**config.mk**
```make
export PLATFORM = sky130hd
export DESIGN_NAME = rr_arbiter8
export DESIGN_NICKNAME = d
export VERILOG_FILES = /design/src/rtl/rr_arbiter8.sv
export SDC_FILE = /design/constraint.sdc
export NUM_CORES = 1
export LEC_CHECK = 0
export ABC_AREA = 0
export BUFFER_PORTS_ARGS = -buffer_cell sky130_fd_sc_hd__clkbuf_2
export CAP_MARGIN = 40
export CELL_PAD_IN_SITES_DETAIL_PLACEMENT = 1
export CELL_PAD_IN_SITES_GLOBAL_PLACEMENT = 1
export CORE_ASPECT_RATIO = 1.4
export CORE_MARGIN = 3
export CORE_UTILIZATION = 41
export DETAILED_ROUTE_END_ITERATION = 6
export GPL_ROUTABILITY_DRIVEN = 0
export PLACE_DENSITY = 0.88
export SYNTH_ARGS = -nofsm -noshare
export SYNTH_HDL_FRONTEND = slang
export SYNTH_SLANG_ARGS = --single-unit
```
**constraint.sdc**
```tcl
create_clock -name clk -period 3.36 [get_ports clk]
set_clock_uncertainty 0.1 [all_clocks]
set_input_delay 0.672 -clock clk [delete_from_list [all_inputs] [get_ports clk]]
set_output_delay 0.672 -clock clk [all_outputs]
set_load 0.05 [all_outputs]
```
**src/rtl/rr_arbiter8.sv**
```systemverilog
// Eight-way round-robin arbiter with one-hot and binary grant outputs.
// A grant is held until the winner drops its request, or until HOLD_MAX cycles pass while others wait.
module rr_arbiter8 #(
  parameter int HOLD_MAX = 16
) (
  input  logic       clk,
  input  logic       rst_n,
  input  logic       en,
  input  logic [7:0] req,
  output logic [7:0] gnt,
  output logic [2:0] gnt_idx,
  output logic       gnt_valid,
  output logic       preempt
);

  typedef enum logic {
    S_IDLE,
    S_GRANT
  } state_t;

  localparam logic [7:0] HOLD_LIMIT = (HOLD_MAX == 0) ? 8'd0 : 8'(HOLD_MAX - 1);

  state_t     r_state;
  logic [2:0] r_last_idx;
  logic [7:0] r_hold_cnt;
  logic [7:0] r_gnt;
  logic [2:0] r_gnt_idx;
  logic       r_gnt_valid;
  logic       r_preempt;

  logic       w_win_found;
  logic [2:0] w_win_idx;
  logic       w_holder_req;
  logic       w_others_req;
  logic       w_at_limit;

  // Scan starts one past the last winner, so the last winner is tried last.
  always_comb begin
    // NOTE: every combinational output gets a default first, so no path leaves it unassigned and no latch is inferred.
    w_win_found = 1'b0;
    w_win_idx   = 3'd0;
    for (int k = 1; k <= 8; k++) begin
      if (!w_win_found && req[r_last_idx + 3'(k)]) begin
        w_win_found = 1'b1;
        w_win_idx   = r_last_idx + 3'(k);
      end
    end
  end

  assign w_holder_req = req[r_gnt_idx];
  assign w_others_req = |(req & ~r_gnt);
  assign w_at_limit   = (HOLD_MAX != 0) && (r_hold_cnt == HOLD_LIMIT);

  // NOTE: state is updated with non-blocking assignments so every flop samples pre-edge values.
  always_ff @(posedge clk or negedge rst_n) begin
    if (!rst_n) begin
      r_state     <= S_IDLE;
      r_last_idx  <= 3'd7;
      r_hold_cnt  <= 8'd0;
      r_gnt       <= 8'd0;
      r_gnt_idx   <= 3'd0;
      r_gnt_valid <= 1'b0;
      r_preempt   <= 1'b0;
    end else begin
      r_preempt <= 1'b0;
      case (r_state)
        S_IDLE: begin
          if (en && w_win_found) begin
            r_gnt       <= 8'(1) << w_win_idx;
            r_gnt_idx   <= w_win_idx;
            r_gnt_valid <= 1'b1;
            r_last_idx  <= w_win_idx;
            r_hold_cnt  <= 8'd0;
            r_state     <= S_GRANT;
          end
        end
        S_GRANT: begin
          if (!w_holder_req || (w_at_limit && w_others_req)) begin
            r_gnt       <= 8'd0;
            r_gnt_idx   <= 3'd0;
            r_gnt_valid <= 1'b0;
            r_preempt   <= w_holder_req;
            r_state     <= S_IDLE;
          end else if (!w_at_limit && (r_hold_cnt != 8'hFF)) begin
            // Counter parks at the limit when uncontended so release fires as soon as others appear.
            r_hold_cnt <= r_hold_cnt + 8'd1;
          end
        end
        default: r_state <= S_IDLE;
      endcase
    end
  end

  assign gnt       = r_gnt;
  assign gnt_idx   = r_gnt_idx;
  assign gnt_valid = r_gnt_valid;
  assign preempt   = r_preempt;

endmodule

```
### After elaboration in Yosys (flattened, before gate mapping)

Index checks and enable logic that the tools add are counted.

| cells by class | value |
|---|---|
| $add $sub $neg | 8 |
| multiply operators | 0 |
| div/mod/pow operators | 0 |
| $lt $le $gt $ge | 9 |
| equality and inequality tests | 6 |
| shift-type cells | 1 |
| muxes and demuxes | 52 |
| bitwise operators | 3 |
| reduce and logical (&&, ||, !) cells | 24 |

Operators with widths:

| operator | count |
|---|---|
| 2-to-1 mux 8 bit | 5 |
| less-than comparator 3 x 4 -> 1 bit, second input constant | 9 |
| one-hot mux 8 bit (2 select lines) | 2 |
| 2-to-1 mux 3 bit | 10 |
| binary-select mux 1 bit (select 3 bit) | 9 |
| 2-to-1 mux 1 bit | 23 |
| adder 3 bit, second input constant | 4 |
| logical AND 1 bit | 10 |
| zero test 1 bit | 9 |
| adder 8 x 1 -> 8 bit, second input constant | 1 |
| AND 8 bit | 1 |
| == test 8 x 4 -> 1 bit, second input constant | 1 |
| inequality test 8 bit, second input constant | 1 |
| NOT 8 bit | 1 |
| OR reduction 8 bit | 1 |
| left shift 1 x 3 -> 8 bit, first input constant | 1 |
| adder 3 x 2 -> 3 bit, second input constant | 2 |
| one-hot mux 3 bit (2 select lines) | 1 |
| inequality test 2 x 1 -> 1 bit, second input constant | 2 |
| inequality test 2 bit, second input constant | 2 |
| one-hot mux 1 bit (2 select lines) | 2 |
| AND reduction 2 bit | 2 |
| adder 3 x 1 -> 3 bit, second input constant | 1 |
| AND reduction 3 bit | 1 |
| 2 further kinds | 2 |

| word-level totals | value |
|---|---|
| flip-flop bits (word level) | 25 |
| latch bits | 0 |
| RAM bits | 0 |
| ROM bits | 0 |
| input port bits | 11 |
| output and inout bits | 13 |
| word-level logic and storage cells | 110 |
| memories | 0 |

### Logic depth before layout (Yosys ltp)

Gate-level depths: netlist of the first run.

| depth | value |
|---|---|
| depth after elaboration | 28 |
| gate-level depth with buffers | 13 |

### Worst setup path after synthesis of the first run

No wires, ideal clock.

| timing path | value |
|---|---|
| path type | register -> register |
| start point | reg r_last_idx[1] |
| end point | reg r_gnt[5] (netlist: gnt[5]) |
| library setup time | 0.122 ns |
| data arrival time | 3.119 ns |
| setup slack | 0.019 ns |
| cell stages (with the launch flop) | 13 |
| buffers on the path | 3 |
| clock period less this slack | 3.341 ns |
| cells stage by stage | dfstp_2 buf_6 buf_6 clkbuf_1 inv_1 ha_1 mux4_2 mux2_4 nand2_1 nand2_1 a2111o_1 o211a_2 a32o_1 |

| on the way | value |
|---|---|
| longest elaborated chain between the ends | 28 |

Ends and longest elaborated chain:

| what | line | source |
|---|---|---|
| from (decl) | 24 | `logic [2:0] r_last_idx;` |
| from (signal assigned) | 72 | `r_last_idx <= w_win_idx;` |
| adder 3 x 1 -> 3 bit | 43, 45 |  |
| binary-select mux 1 bit (select 3 bit) | 43 | `if (!w_win_found && req[r_last_idx + 3'(k)]) begin` |
| 2-to-1 mux 1 bit (not written as such) | 43 |  |
| 2-to-1 mux 1 bit | 43 |  |
| zero test 1 bit | 43 |  |
| logical AND 1 bit | 43 |  |
| 2-to-1 mux 1 bit | 43 |  |
| zero test 1 bit | 43 |  |
| [... 12 more ...] | n/a |  |
| logical AND 1 bit | 43 |  |
| 2-to-1 mux 1 bit | 43 |  |
| zero test 1 bit | 43 |  |
| logical AND 1 bit | 43 |  |
| 2-to-1 mux 3 bit / 2-to-1 mux 1 bit (equally long branches) | 43 |  |
| left shift 1 x 3 -> 8 bit / logical AND 1 bit (equally long branches) | 69, 68 |  |
| 2-to-1 mux 8 bit / inequality test 2 bit (equally long branches) | n/a |  |
| one-hot mux 8 bit (2 select lines) / AND reduction 2 bit (equally long branches) | n/a |  |
| to (signal assigned) | 69 | `r_gnt <= 8'(1) << w_win_idx;` |
| to (decl) | 26 | `logic [7:0] r_gnt;` |

Several ways; a longest one is shown, not always the timed one. The select of a mux whose other input is x is not followed.
A chain may end at the register's enable or synchronous reset.

### Final worst setup path of the first run

| timing path | value |
|---|---|
| start point | reg r_last_idx[1] |
| end point | reg r_hold_cnt[3] |

| on the way | value |
|---|---|
| longest elaborated chain between the ends | 28 |

Ends and longest elaborated chain:

| what | line | source |
|---|---|---|
| adder 3 x 1 -> 3 bit | 43 |  |
| binary-select mux 1 bit (select 3 bit) | 43 |  |
| 2-to-1 mux 1 bit (not written as such) | 43 |  |
| 2-to-1 mux 1 bit | 43 |  |
| zero test 1 bit | 43 |  |
| logical AND 1 bit | 43 |  |
| 2-to-1 mux 1 bit | 43 |  |
| zero test 1 bit | 43 |  |
| [... 12 more ...] | n/a |  |
| logical AND 1 bit | 43 |  |
| 2-to-1 mux 1 bit | 43 |  |
| zero test 1 bit | 43 |  |
| logical AND 1 bit | 43 |  |
| 2-to-1 mux 1 bit * | 43 |  |
| logical AND 1 bit * | 68 | `if (en && w_win_found) begin` |
| inequality test 2 bit (no source line) * | n/a |  |
| AND reduction 3 bit (no source line) * | n/a |  |
| to (signal assigned) | 86 | `r_hold_cnt <= r_hold_cnt + 8'd1;` |
| to (decl) | 25 | `logic [7:0] r_hold_cnt;` |

Every way passes the cells marked *; elsewhere a longest branch is shown, timed or not. The select of a mux whose other input is x is not followed.

==> summary.txt, run 1 <==
Logic synthesis
  – EDFF count, synth: 0
  – Gate count after technology mapping: between 200 and 250
  – Ys async rst share: 100%
  – Mapped Area: 2160 µm²
  – Cell taking the most area after synthesis: dfrtp_1
  – YS warnings: 0
  – Synthesis-stage register bit count: 25
  – Largest cells by area after synthesis: dfrtp_1 (25%), mux4_2 (14%), nand2_1 (5.2%)
  – Net count after synthesis: 240
  – Cell variety after synth: 55
  – Sequential fraction of the synthesis area: between 20 and 30%
  – Most common flop cell mapped by yosys: dfrtp_1
  – Share of Yosys cell area claimed by the top area cell type: between 20% and 30%
  – Synthesized area per cell: ~9.6 µm²

GRT
  – Pin count of the biggest net entering global routing: 28
  – Global-route wire length before repair: between 9000 and 10000 µm
  – Total gr overflow: 0
  – Number of global-route vias before repair: just over 2000
  – GRT Overall Usage: about a fifth
  – Number of antenna violations at the first check in global routing: 0

Clock network
  – TritonCTS clock tree: built
  – Cell at the root of the clock tree: clkbuf_8
  – Count of H-tree levels built during CTS: 1
  – Setup fix buffers added after clock tree synthesis: 0
  – Number of CTS-inserted buffers: 3
  – CTS resizes: 0
  – Sink Count: 25
  – Maximum buffer depth of the clock tree: 2
  – Register clock-pin slew on the reported worst setup and hold paths: around 0.090 ns
  – Hold_buf cts: 0
  – Clock latency reported for the late side of the worst-skew pair: around 0.27 ns

Placed design
  – Port Buffer Count: 23
  – Detailed-placement wirelength estimate: 4680 µm
  – Worst slack at placement: around 0.21 ns
  – Placement Cell Area: 2350 µm²
  – # placed instances: 311

Finish
  – Total of fill cells in the finished design: ~600
  – Count of placed standard cells in the final layout, fillers left out: ~320
  – Final instance area: 2400 µm²
  – Area overhead of the layout relative to synthesis: 10.9%
  – Diodes inserted: 0
  – Final #Nets: 266
  – Final design utilization: about half
  – Fraction of final layout cells with drive strength greater than 1: roughly 28%

Route
  – Total DRC errors in the routed layout: 0
  – Vias: just under 2000
  – Detailed-router iteration count before antenna repair: 4
  – Residual antenna-violating net count after detailed routing: 0
  – DRT Wirelength: ~6100 µm
  – Average wire per cell in the routed design: slightly below 20 µm
  – DRC marker count from the first detailed-route iteration: 210
  – Vias per Instance: between 6 and 7

STA
  – Setup Viol. Count Final: 0
  – Post-route setup TNS: 0 ns
  – Worst Tran Pin Value: 0.636 ns
  – Unrepaired setup endpoints after global routing: no
  – Slew Viols, Final: 0
  – Final critical path time including I/O delays and setup: 3.16 ns
  – Fmax: 317 MHz
  – Final worst-path setup slack: 0.204 ns
  – Relative max-transition margin: just under 60%
  – Hold slack final: approximately 0.3 ns
  – Final number of hold-violating endpoints: 0
  – Share of the cycle needed by the critical path after routing: ~94%

Worst setup path
  – Destination of the worst register-to-register timing path: r_hold_cnt[3]
  – Critical path fanouts, max: 27
  – Reg2reg setup slack: 0.20 ns
  – Cell depth of the worst flop-to-flop path: 9
  – Worst-path cell chain: buf_4 > mux4_2 > mux2i_4 > nand3_1 > o21a_1 > o221ai_2 > buf_4 > or3_1 > a21oi_1
  – Slowest Stage Delay on Critical Path: just under 0.6 ns
  – Data arrival time of the critical path: 3.21 ns
  – CP dominant cell by count: buf_4
  – Type of element launching the critical path: flop
  – Capturing element type of the critical path: flop
  – Data required time at the worst endpoint: approximately 3.4 ns
  – Slowest stage cell, crit path: mux4_2
  – CP Class: flop to flop
  – Worst flop-to-flop path startpoint: r_last_idx[1]

Power
  – Tot Pwr: approximately 2.8 mW
  – Static Leak: slightly below 1 nW
  – Worst IR Drop VDD: 0.000523 V
  – Power density over the cells: about 1200 nW/µm²

Floorplanning
  – Die outline area: between 6000 and 7000 µm²
  – IO Count: 24
  – Die Width: ~67 µm
  – Floorplan Core Area: 4950 µm²
  – Die height: a little over 90 µm
  – Effective utilization at floorplan: roughly 44%
  – Number of rows in the core area: 30

Job
  – Number of maximum-capacitance constraint violations: 0

Worst hold path
  – Class of the most critical hold timing path: input pin to asynchronous set/reset pin

Run status
  – Result of the run: complete, no violations
-- power by group --
part	internal, mW	total (mW)	switching [mW]	leakage [nW]
combinational	0.781	2.06	1.28	0.625
sequential	0.420	0.555	0.135	0.327
clock	0.0831	0.181	0.0978	0.0255
total	1.28	2.80	1.51	0.977
-- routing by layer --
layer  share of wire, %  global-route usage, %  vias to the layer above  wire length [µm]
met3                2.7                   1.47                       17               167
met5                  0                      0                        -                 0
li1                   -                      -                      929                 -
met1                 40                   24.4                      972              2460
met2                 54                   36.9                       50              3320
met4                3.1                   8.80                        0               193
-- kinds of logic after synthesis --
| kind of cell | after synthesis | synth area share (%) |
|---|---|---|
| buf+inv | 21 | 5.03 |
| compound gates | 66 | 21.8 |
| simple gates | 82 | 19.7 |
| mux | 27 | 21.9 |
| fa+ha+maj | 3 | 1.74 |
| xor+xnor | 2 | 0.810 |
| flops | 25 | 29.1 |
-- state kept, by name (all words and copies together) (netlist names) --
register    count
gnt_valid       1
preempt         1
gnt_idx         3
gnt             8
r_hold_cnt      8
r_last_idx      3
r_state         1
-- synth_stat cells, types with 4 or more instances --
cell type	number
a21oi_1	15
nand2_1	30
nor2_1	10
nand2b_1	7
a32o_1	4
inv_1	10
dfrtp_1	22
mux2_2	4
mux4_2	13
nand3_1	9
o21ai_1	10
o31ai_1	8
or3_1	4
mux2i_1	5
o21ai_0	4
-- area by class of cell --
type | count | area (µm²) | area share [%]
flip-flops and latches | 25 | 629 | 26.2
clock inverters | 1 | 5.00 | 0.209
inverters | 11 | 41.3 | 1.72
repair buffers | 31 | 175 | 7.30
multi-input cells | 180 | 1430 | 59.5
well taps | 64 | 80.1 | 3.34
clock buffers | 3 | 41.3 | 1.72
-- cells in the final DEF, fill, tap and decap left out, types with 4 or more instances in the layout --
cell,Yosys,layout
nand3_1,9,9
inv_1,10,10
or3_1,4,4
nand2b_1,7,7
clkbuf_2,0,23
dfrtp_1,22,22
a32o_1,4,4
o21ai_0,4,4
nor2_1,10,10
o31ai_1,8,8
mux2i_1,5,5
nand2_1,30,30
o21ai_1,10,10
mux4_2,13,13
buf_4,1,8
mux2_2,4,4
a21oi_1,15,15
-- worst max-delay path by stage --
stage	startpoint	end	slack (ns)	depth (start not counted)
after detailed placement	req[4]	gnt[3]	0.21	8
after global placement	req[4]	r_hold_cnt[3]	0.23	9
after global routing	r_last_idx[1]	r_hold_cnt[3]	0.01	9
after floorplan	r_last_idx[1]	gnt[5]	0.02	12
after CTS	r_last_idx[1]	r_hold_cnt[3]	0.19	9
final	r_last_idx[1]	r_hold_cnt[3]	0.20	9
-- critical path: cells and delay by family (launching register included) --
kind / cells / cell delay (ns)
buffers and inverters: 2 / 0.54
AO/OA/AOI/OAI: 3 / 0.69
flip-flops: 1 / 0.54
multiplexers: 2 / 0.83
AND/OR/NAND/NOR: 2 / 0.34
Note: power is estimated with default switching activity, not from simulation.
==> inputs of run 2 (changes only) <==
==> constraint.sdc (replaced) <==
create_clock -name clk -period 3.36 [get_ports clk]
set_clock_uncertainty 0.1 [all_clocks]
set_input_delay 0.504 -clock clk [delete_from_list [all_inputs] [get_ports clk]]
set_output_delay 0.504 -clock clk [all_outputs]
set_load 0.05 [all_outputs]
==> run 2 against run 1 <==
  * Register-to-register slack about the same
  * Highest routed layer unchanged
  * Die area is the same
  * Non-clock buffer count rose by 3
==> summary.txt, run 2 (same netlist as run 1, synthesis figures left out) <==
Finish
  – Count of placed standard cells in the final layout, fillers left out: 318 (+0.95%)
  – Final design utilization: 49.1% (+0.73 points)
  – Final #Nets: 269 (+1.1%)
  – Fraction of final layout cells with drive strength greater than 1: 28.7% (+0.85 points)
  – Commonest cells after routing, fill and taps aside: nand2_1 (30), clkbuf_2 (23), dfrtp_1 (22), a21oi_1 (15), mux4_2 (13)
  – Diodes inserted: 0 (unchanged)
  – Most frequent standard cell in the layout excluding fill and tap cells: nand2_1
  – Final instance area: 2430 µm² (+1.5%)
  – Area overhead of the layout relative to synthesis: 12.6%

GRT
  – Pin count of the biggest net entering global routing: 26 (-7.1%)
  – Busiest grt layer: met2
  – Global-route wire length before repair: 10200 µm (+4.2%)
  – Routing usage on met3: 2.57% (+1.1 points)
  – GRT Overall Usage: 21.3% (+0.70 points)
  – Number of global-route vias before repair: 2123 (+3.8%)
  – Routing usage on met2: 40.0% (+3.0 points)
  – Met1 demand-to-capacity share in global routing: 23.5% (-0.92 points)
  – Total gr overflow: 0 (unchanged)
  – Number of antenna violations at the first check in global routing: 0 (unchanged)

Clock network
  – Hold_buf cts: 0 (unchanged)
  – Maximum buffer depth of the clock tree: 2 (unchanged)
  – Cell at the root of the clock tree: clkbuf_8
  – Sink Count: 25 (unchanged)
  – CTS resizes: 0 (unchanged)
  – Setup fix buffers added after clock tree synthesis: 0 (unchanged)
  – Register clock-pin slew on the reported worst setup and hold paths: 0.09 ns (about the same)
  – Number of CTS-inserted buffers: 3 (unchanged)
  – Count of H-tree levels built during CTS: 1 (unchanged)
  – TritonCTS clock tree: built
  – Clock latency reported for the late side of the worst-skew pair: 0.27 ns (about the same)

STA
  – Post-route setup TNS: 0 ns (unchanged)
  – Final critical path time including I/O delays and setup: 3.14 ns (-0.0128 ns)
  – Relative max-transition margin: 58.1% (+0.43 points)
  – Share of the cycle needed by the critical path after routing: 93.6% (-0.38 points)
  – Final number of hold-violating endpoints: 0 (unchanged)
  – Setup Viol. Count Final: 0 (unchanged)
  – Slew Viols, Final: 0 (unchanged)
  – Unrepaired setup endpoints after global routing: no
  – Fmax: 318 MHz (+0.41%)
  – Worst Tran Pin Value: 0.621 ns (-0.0146 ns)
  – Final worst-path setup slack: 0.216 ns (+0.0128 ns)

Floorplanning
  – Effective utilization at floorplan: 43.6% (unchanged)
  – Floorplan Core Area: 4950 µm² (unchanged)
  – Die Width: 67.4 µm (unchanged)
  – Die outline area: 6190 µm² (unchanged)
  – Number of rows in the core area: 30 (unchanged)
  – IO Count: 24 (unchanged)
  – Die height: 91.9 µm (unchanged)

Placed design
  – Detailed-placement wirelength estimate: 4770 µm (+1.9%)
  – Worst slack at placement: 0.221 ns (+0.00899 ns)
  – # placed instances: 314 (+0.96%)
  – Port Buffer Count: 23 (unchanged)
  – Placement Cell Area: 2370 µm² (+0.96%)

Route
  – Vias per Instance: 6.30 (+0.87%)
  – DRC marker count from the first detailed-route iteration: 158 (-25%)
  – Total DRC errors in the routed layout: 0 (unchanged)
  – Detailed-router iteration count before antenna repair: 4 (unchanged)
  – Residual antenna-violating net count after detailed routing: 0 (unchanged)
  – Average wire per cell in the routed design: 19.6 µm (+0.33%)
  – DRT Wirelength: 6220 µm (+1.3%)
  – Vias: 2004 (+1.8%)

Worst setup path
  – Worst-path cell chain: inv_1 > ha_1 > mux4_2 > nor2_1 > o41ai_1 > o21a_1 > o221ai_2 > buf_4 > or3_1 > a21oi_1
  – CP Class: flop to flop
  – Type of element launching the critical path: flop
  – Data required time at the worst endpoint: 3.42 ns (about the same)
  – Critical path fanouts, max: 9 (-67%)
  – Slowest stage cell, crit path: dfstp_2
  – Data arrival time of the critical path: 3.21 ns (about the same)
  – Capturing element type of the critical path: flop
  – Slowest Stage Delay on Critical Path: 0.55 ns (-0.04 ns)
  – Crit-path leading delay family: compound AO/OA/AOI/OAI gates
  – Critical path buffer and inverter count: 2 (unchanged)

Run status
  – Result of the run: complete, no violations

Power
  – Static Leak: 0.996 nW (+1.9%)
  – Power density over the cells: 1180 nW/µm² (+1.1%)
  – Worst IR Drop VDD: 0.000476 V (-9.0%)

Worst hold path
  – Class of the most critical hold timing path: input pin to asynchronous set/reset pin

Job
  – Number of maximum-capacitance constraint violations: 0 (unchanged)
-- run 2: area by class of cell --
cell class / count / area [µm²]
fill: 603 / 2520
tap: 64 / 80.1
timing repair buffer: 34 / 198
multi-input combinational: 180 / 1440
inverter: 11 / 41.3
clock buffer: 3 / 41.3
clock inverter: 1 / 5.00
sequential: 25 / 629
-- run 2: power by group --
part	internal (mW)	switching, mW	total, mW
combinational	0.816	1.31	2.13
clock	0.0832	0.0995	0.183
sequential	0.420	0.138	0.558
total	1.32	1.55	2.87
-- run 2: per-stage QoR --
step	hold WS, ns	total power [mW]
finish	0.132	2.87
global route	0.177	3.08
CTS	0.152	2.84
detailed placement	0.389	2.64
global placement	0.371	2.58
floorplan	0.108	2.13
-- run 2: path summary, 6_finish.rpt --
path	start	to	slack [ns]	depth (start not counted)
max	r_last_idx[1]	r_hold_cnt[3]	0.22	10
min	rst_n	r_hold_cnt[5]	0.13	1
max reg2reg	r_last_idx[1]	r_hold_cnt[3]	0.22	10
min reg2reg	gnt_valid	gnt_valid	0.41	1
max in group asynchronous	rst_n	r_hold_cnt[7]	2.62	1
min in group clk	gnt_valid	gnt_valid	0.41	1
-- run 2: routing by layer --
metal	wire length (µm)	part of all wire, %
met1	2310	37
met2	3490	56
met3	252	4.1
met4	168	2.7
met5	0	0
-- run 2: worst register-to-register path, stage by stage (launching register included) --
cell      delay [ns]
dfstp_2         0.55
inv_1           0.05
ha_1            0.43
mux4_2          0.46
nor2_1          0.25
o41ai_1         0.18
o21a_1          0.27
o221ai_2        0.38
buf_4           0.21
or3_1           0.10
a21oi_1         0.06
